**src/rtl/serial_sub_ctrl.sv**
```systemverilog
// serial_sub_ctrl: bit-serial subtractor that sequences one full-subtractor cell over WIDTH bits, LSB first
module serial_sub_ctrl #(
  parameter int WIDTH = 8
) (
  input  logic             clk,
  input  logic             rst,
  input  logic             start,
  input  logic [WIDTH-1:0] a,
  input  logic [WIDTH-1:0] b,
  input  logic             bin,
  output logic             busy,
  output logic             done,
  output logic [WIDTH-1:0] diff,
  output logic             bout
);
  localparam int CW = $clog2(WIDTH) + 1;
  localparam int RW = WIDTH > 1 ? WIDTH - 1 : 1;
  typedef enum logic [1:0] {IDLE, RUN, DONE} state_t;
  state_t           state_q, state_d;
  logic [WIDTH-1:0] a_q, a_d, b_q, b_d, diff_q, diff_d, diff_n;
  logic [RW-1:0]    r_q, r_d;
  logic [RW:0]      r_w;
  logic [CW-1:0]    cnt_q, cnt_d;
  logic             brw_q, brw_d, brw_n, d_bit, busy_q, busy_d, done_q, done_d, bout_q, bout_d;
  logic             load, last, fin, run;
  // The result register only keeps the first WIDTH-1 bits; the final bit is merged straight into diff.
  always_comb begin
    run     = state_q == RUN;
    d_bit   = a_q[0] ^ b_q[0] ^ brw_q;
    brw_n   = (~a_q[0] & b_q[0]) | (~(a_q[0] ^ b_q[0]) & brw_q);
    r_w     = {d_bit, r_q};
    diff_n  = WIDTH'(r_w >> (RW + 1 - WIDTH));
    last    = cnt_q == CW'(WIDTH - 1);
    load    = start && !run;
    fin     = run && last;
    state_d = load ? RUN : run ? (last ? DONE : RUN) : IDLE;
    a_d     = load ? a : run ? a_q >> 1 : a_q;
    b_d     = load ? b : run ? b_q >> 1 : b_q;
    brw_d   = load ? bin : run ? brw_n : brw_q;
    cnt_d   = load ? '0 : run ? cnt_q + CW'(1) : cnt_q;
    r_d     = run ? r_w[RW:1] : r_q;
    diff_d  = fin ? diff_n : diff_q;
    bout_d  = fin ? brw_n : bout_q;
    busy_d  = state_d == RUN;
    done_d  = fin;
  end
  // State, datapath and registered handshake outputs; reset clears everything immediately.
  always_ff @(posedge clk or posedge rst) begin
    if (rst) begin
      state_q <= IDLE;
      a_q     <= '0;
      b_q     <= '0;
      r_q     <= '0;
      cnt_q   <= '0;
      brw_q   <= 1'b0;
      diff_q  <= '0;
      bout_q  <= 1'b0;
      busy_q  <= 1'b0;
      done_q  <= 1'b0;
    end else begin
      state_q <= state_d;
      a_q     <= a_d;
      b_q     <= b_d;
      r_q     <= r_d;
      cnt_q   <= cnt_d;
      brw_q   <= brw_d;
      diff_q  <= diff_d;
      bout_q  <= bout_d;
      busy_q  <= busy_d;
      done_q  <= done_d;
    end
  end
  assign busy = busy_q;
  assign done = done_q;
  assign diff = diff_q;
  assign bout = bout_q;
endmodule
```
**config.mk**
```make
export PLATFORM = sky130hd
export DESIGN_NAME = serial_sub_ctrl
export DESIGN_NICKNAME = d
export VERILOG_FILES = /design/src/rtl/serial_sub_ctrl.sv
export SDC_FILE = /design/constraint.sdc
export NUM_CORES = 1
export LEC_CHECK = 0
export ABC_AREA = 0
export BUFFER_PORTS_ARGS = -buffer_cell sky130_fd_sc_hd__buf_2
export CAP_MARGIN = 20
export CORE_AREA = 5 5 62 64
export CTS_CLUSTER_SIZE = 40
export DETAILED_ROUTE_END_ITERATION = 6
export DIE_AREA = 0 0 67 69
export PLACE_DENSITY = 0.78
export REMOVE_ABC_BUFFERS = 1
export SYNTH_ARGS = -nofsm -noshare
export SYNTH_HDL_FRONTEND = slang
export SYNTH_SLANG_ARGS = --single-unit
```
**constraint.sdc**
```tcl
create_clock -name clk -period 3.39 [get_ports clk]
set_input_delay 0.678 -clock clk [delete_from_list [all_inputs] [get_ports clk]]
set_output_delay 0.678 -clock clk [all_outputs]
set_load 0.02 [all_outputs]
```
==> flow_metrics.env <==
export IMPL_critPathBufInv=1
export IMPL_leakage_uw=0.0009763
export IMPL_p_per_area_nw_per_um2=871.1
export IMPL_viasPerCell=5.062
export IMPL_initial_core_util=0.5416
export IMPL_nets=188
export IMPL_crit_slowest_cell="and4b_4"
export IMPL_rsz0062_at_grt="false"
export IMPL_worstSkewPairLatency_ps=340
export IMPL_netlist_top_cells_area="dfrtp_1, mux2i_1, mux2_2"
export IMPL_gp_congestion=0.6959
export IMPL_clkTransAtPathRegs_ps=100
export IMPL_num_io_pins=31
export IMPL_final_setup_viol_count=0
export IMPL_cts_tree="built"
export IMPL_hold_path_class="in2async"
export IMPL_overflow=0
export IMPL_synth_seq_cells=40
export IMPL_cts_buffers=5
export IMPL_grt_usage=0.1313
export IMPL_rows=21
export IMPL_layout_common_cells="dfrtp_1, buf_2, mux2i_1, nand2_1, o21ai_0"
export IMPL_mostFrequentLayoutCell="dfrtp_1"
export IMPL_place_inst=204
export IMPL_wl_um=2807
export IMPL_grt_max_degree=49
export IMPL_portBuffers=30
export IMPL_root_buffer="clkbuf_4"
export IMPL_hold_violations=0
export IMPL_finalCritPeriodShare=0.5362
export IMPL_cts_hold_buf=0
export IMPL_hold_ws_ps=362.7
export IMPL_hpwlAfterDp_um=1991
export IMPL_r2r_cells=4
export IMPL_finalMaxSlewViolations=0
export IMPL_dr_pass1_iters=4
export IMPL_max_vdd_ir_drop_mv=0.3737
export IMPL_antenna_found_initial=0
export IMPL_endpoint_kind="flip-flop"
export IMPL_yosysTopAreaCell="dfrtp_1"
export IMPL_cts_resized=0
export IMPL_dieArea_um2=4623
export IMPL_grt_pass1_wl_um=4588
export IMPL_syn_inst=134
export IMPL_slew_headroom=0.6405
export IMPL_status="completed"
export IMPL_syn_area_per_cell_um2=13.06
export IMPL_critPathMaxFanout=48
export IMPL_grt_pass1_vias=1077
export IMPL_utilization=0.6094
export IMPL_synth_cell_types=25
export IMPL_drc_errors=0
export IMPL_wl_per_cell_um=13.37
export IMPL_drt_initial_drc_count=51
export IMPL_period_needed_ps=1818
export IMPL_fin_cells=210
export IMPL_drive_gt1_frac=0.3476
export IMPL_clk_path_buf_depth=2
export IMPL_syn_cell_area_um2=1750
export IMPL_clock_sinks=40
export IMPL_fp_dieH_um=69
export IMPL_r2r_start="state_q[1]"
export IMPL_ant_nets=0
export IMPL_netlist_area_leader_share=0.5718
export IMPL_ys_seq_area_frac=0.5718
export IMPL_r2r_end="diff[7]"
export IMPL_rrSetupSlack_ps=1570
export IMPL_cp_arrival_ps=2040
export IMPL_ys_warnings_count=0
export IMPL_worstMarginPinSlew_ps=538.7
export IMPL_antenna_cells=0
export IMPL_max_cap_violations=0
export IMPL_htreeDepth=2
export IMPL_start_kind="flip-flop"
export IMPL_critPathTopFamily="simple AND/OR/NAND/NOR gates"
export IMPL_fillers=280
export IMPL_crit_chain="nor2b_4 > buf_4 > and4b_4 > mux2_2"
export IMPL_fmax_mhz=550.1
export IMPL_slowest_delay_ps=450
export IMPL_post_cts_buffers=0
export IMPL_core_um2=3232
export IMPL_timing_setup_tns_ps=0
export IMPL_critical_path_depth=4
export IMPL_die_x_um=67
export IMPL_worstPathRequired_ps=3620
export IMPL_area_growth_pct=12.51
export IMPL_num_vias=1063
export IMPL_worstSetupPathType="reg2reg"
export IMPL_finClkSkew_ps=4.416
## kinds of logic after synthesis
family	share of synthesized area
compound gates	0.05504
mux	0.2273
simple gates	0.07434
fa+ha+maj	0.01858
xor+xnor	0.005004
flops	0.5718
buf+inv	0.04789
## worst register-to-register path: stages, from the launching register on
cell and delay (ps):
dfrtp_1 410, nor2b_4 100, buf_4 380, and4b_4 460, mux2_2 370
## layer usage
| layer | global-route usage | wire length [µm] |
|---|---|---|
| met5 | 0 | 0 |
| met4 | 0.08108 | 82 |
| met3 | 0.04545 | 180 |
| met2 | 0.1889 | 1292 |
| met1 | 0.1663 | 1251 |
## how the worst max path moves through the flow
stage | startpoint | endpoint
6_report | state_q[1] | diff[7]
3_5_place_dp | state_q[1] | diff[7]
4_1_cts | state_q[1] | diff[7]
5_1_grt | state_q[1] | diff[7]
3_3_place_gp | state_q[1] | diff[7]
2_1_floorplan | state_q[0] | diff[7]
## power by group
part,internal [µW],switching [µW]
Combinational,346,347
Clock,69.3,132
Sequential,694,127
Total,1110,605
## flip-flops by register name, indices dropped and copies added (netlist names)
register,flops
cnt_q,4
b_q,8
r_q,7
bout,1
a_q,8
state_q,2
brw_q,1
diff,8
done,1
## stage by stage
step           worst slack (ps)  total power, µW  cell area (µm²)
6_report                   1572             1716             1969
5_1_grt                    1456             1848             1969
3_3_place_gp               1627             1489             1904
2_1_floorplan              1385             1334             1682
3_5_place_dp               1571             1538             1904
4_1_cts                    1560             1737             1942
## synth_stat cells (all sizes together)
cell type,count
a211oi,1
a21oi,1
a22o,1
and4b,2
buf,6
clkbuf,2
dfrtp,40
fa,1
ha,1
inv,4
mux2,17
mux2i,18
nand2,16
nand2b,1
nand3,1
nor2,4
nor2b,2
o21ai,15
xnor2,1
## final cells by class
class                   instances  area, µm²  area share
clock buffers                   5      37.54     0.01906
multi-input cells              82      665.6      0.3380
repair buffers                 33      192.7     0.09784
inverters                       4      15.01    0.007624
flip-flops and latches         40       1001      0.5083
well taps                      46      57.56     0.02922
Note: power is estimated with default switching activity, not from simulation.
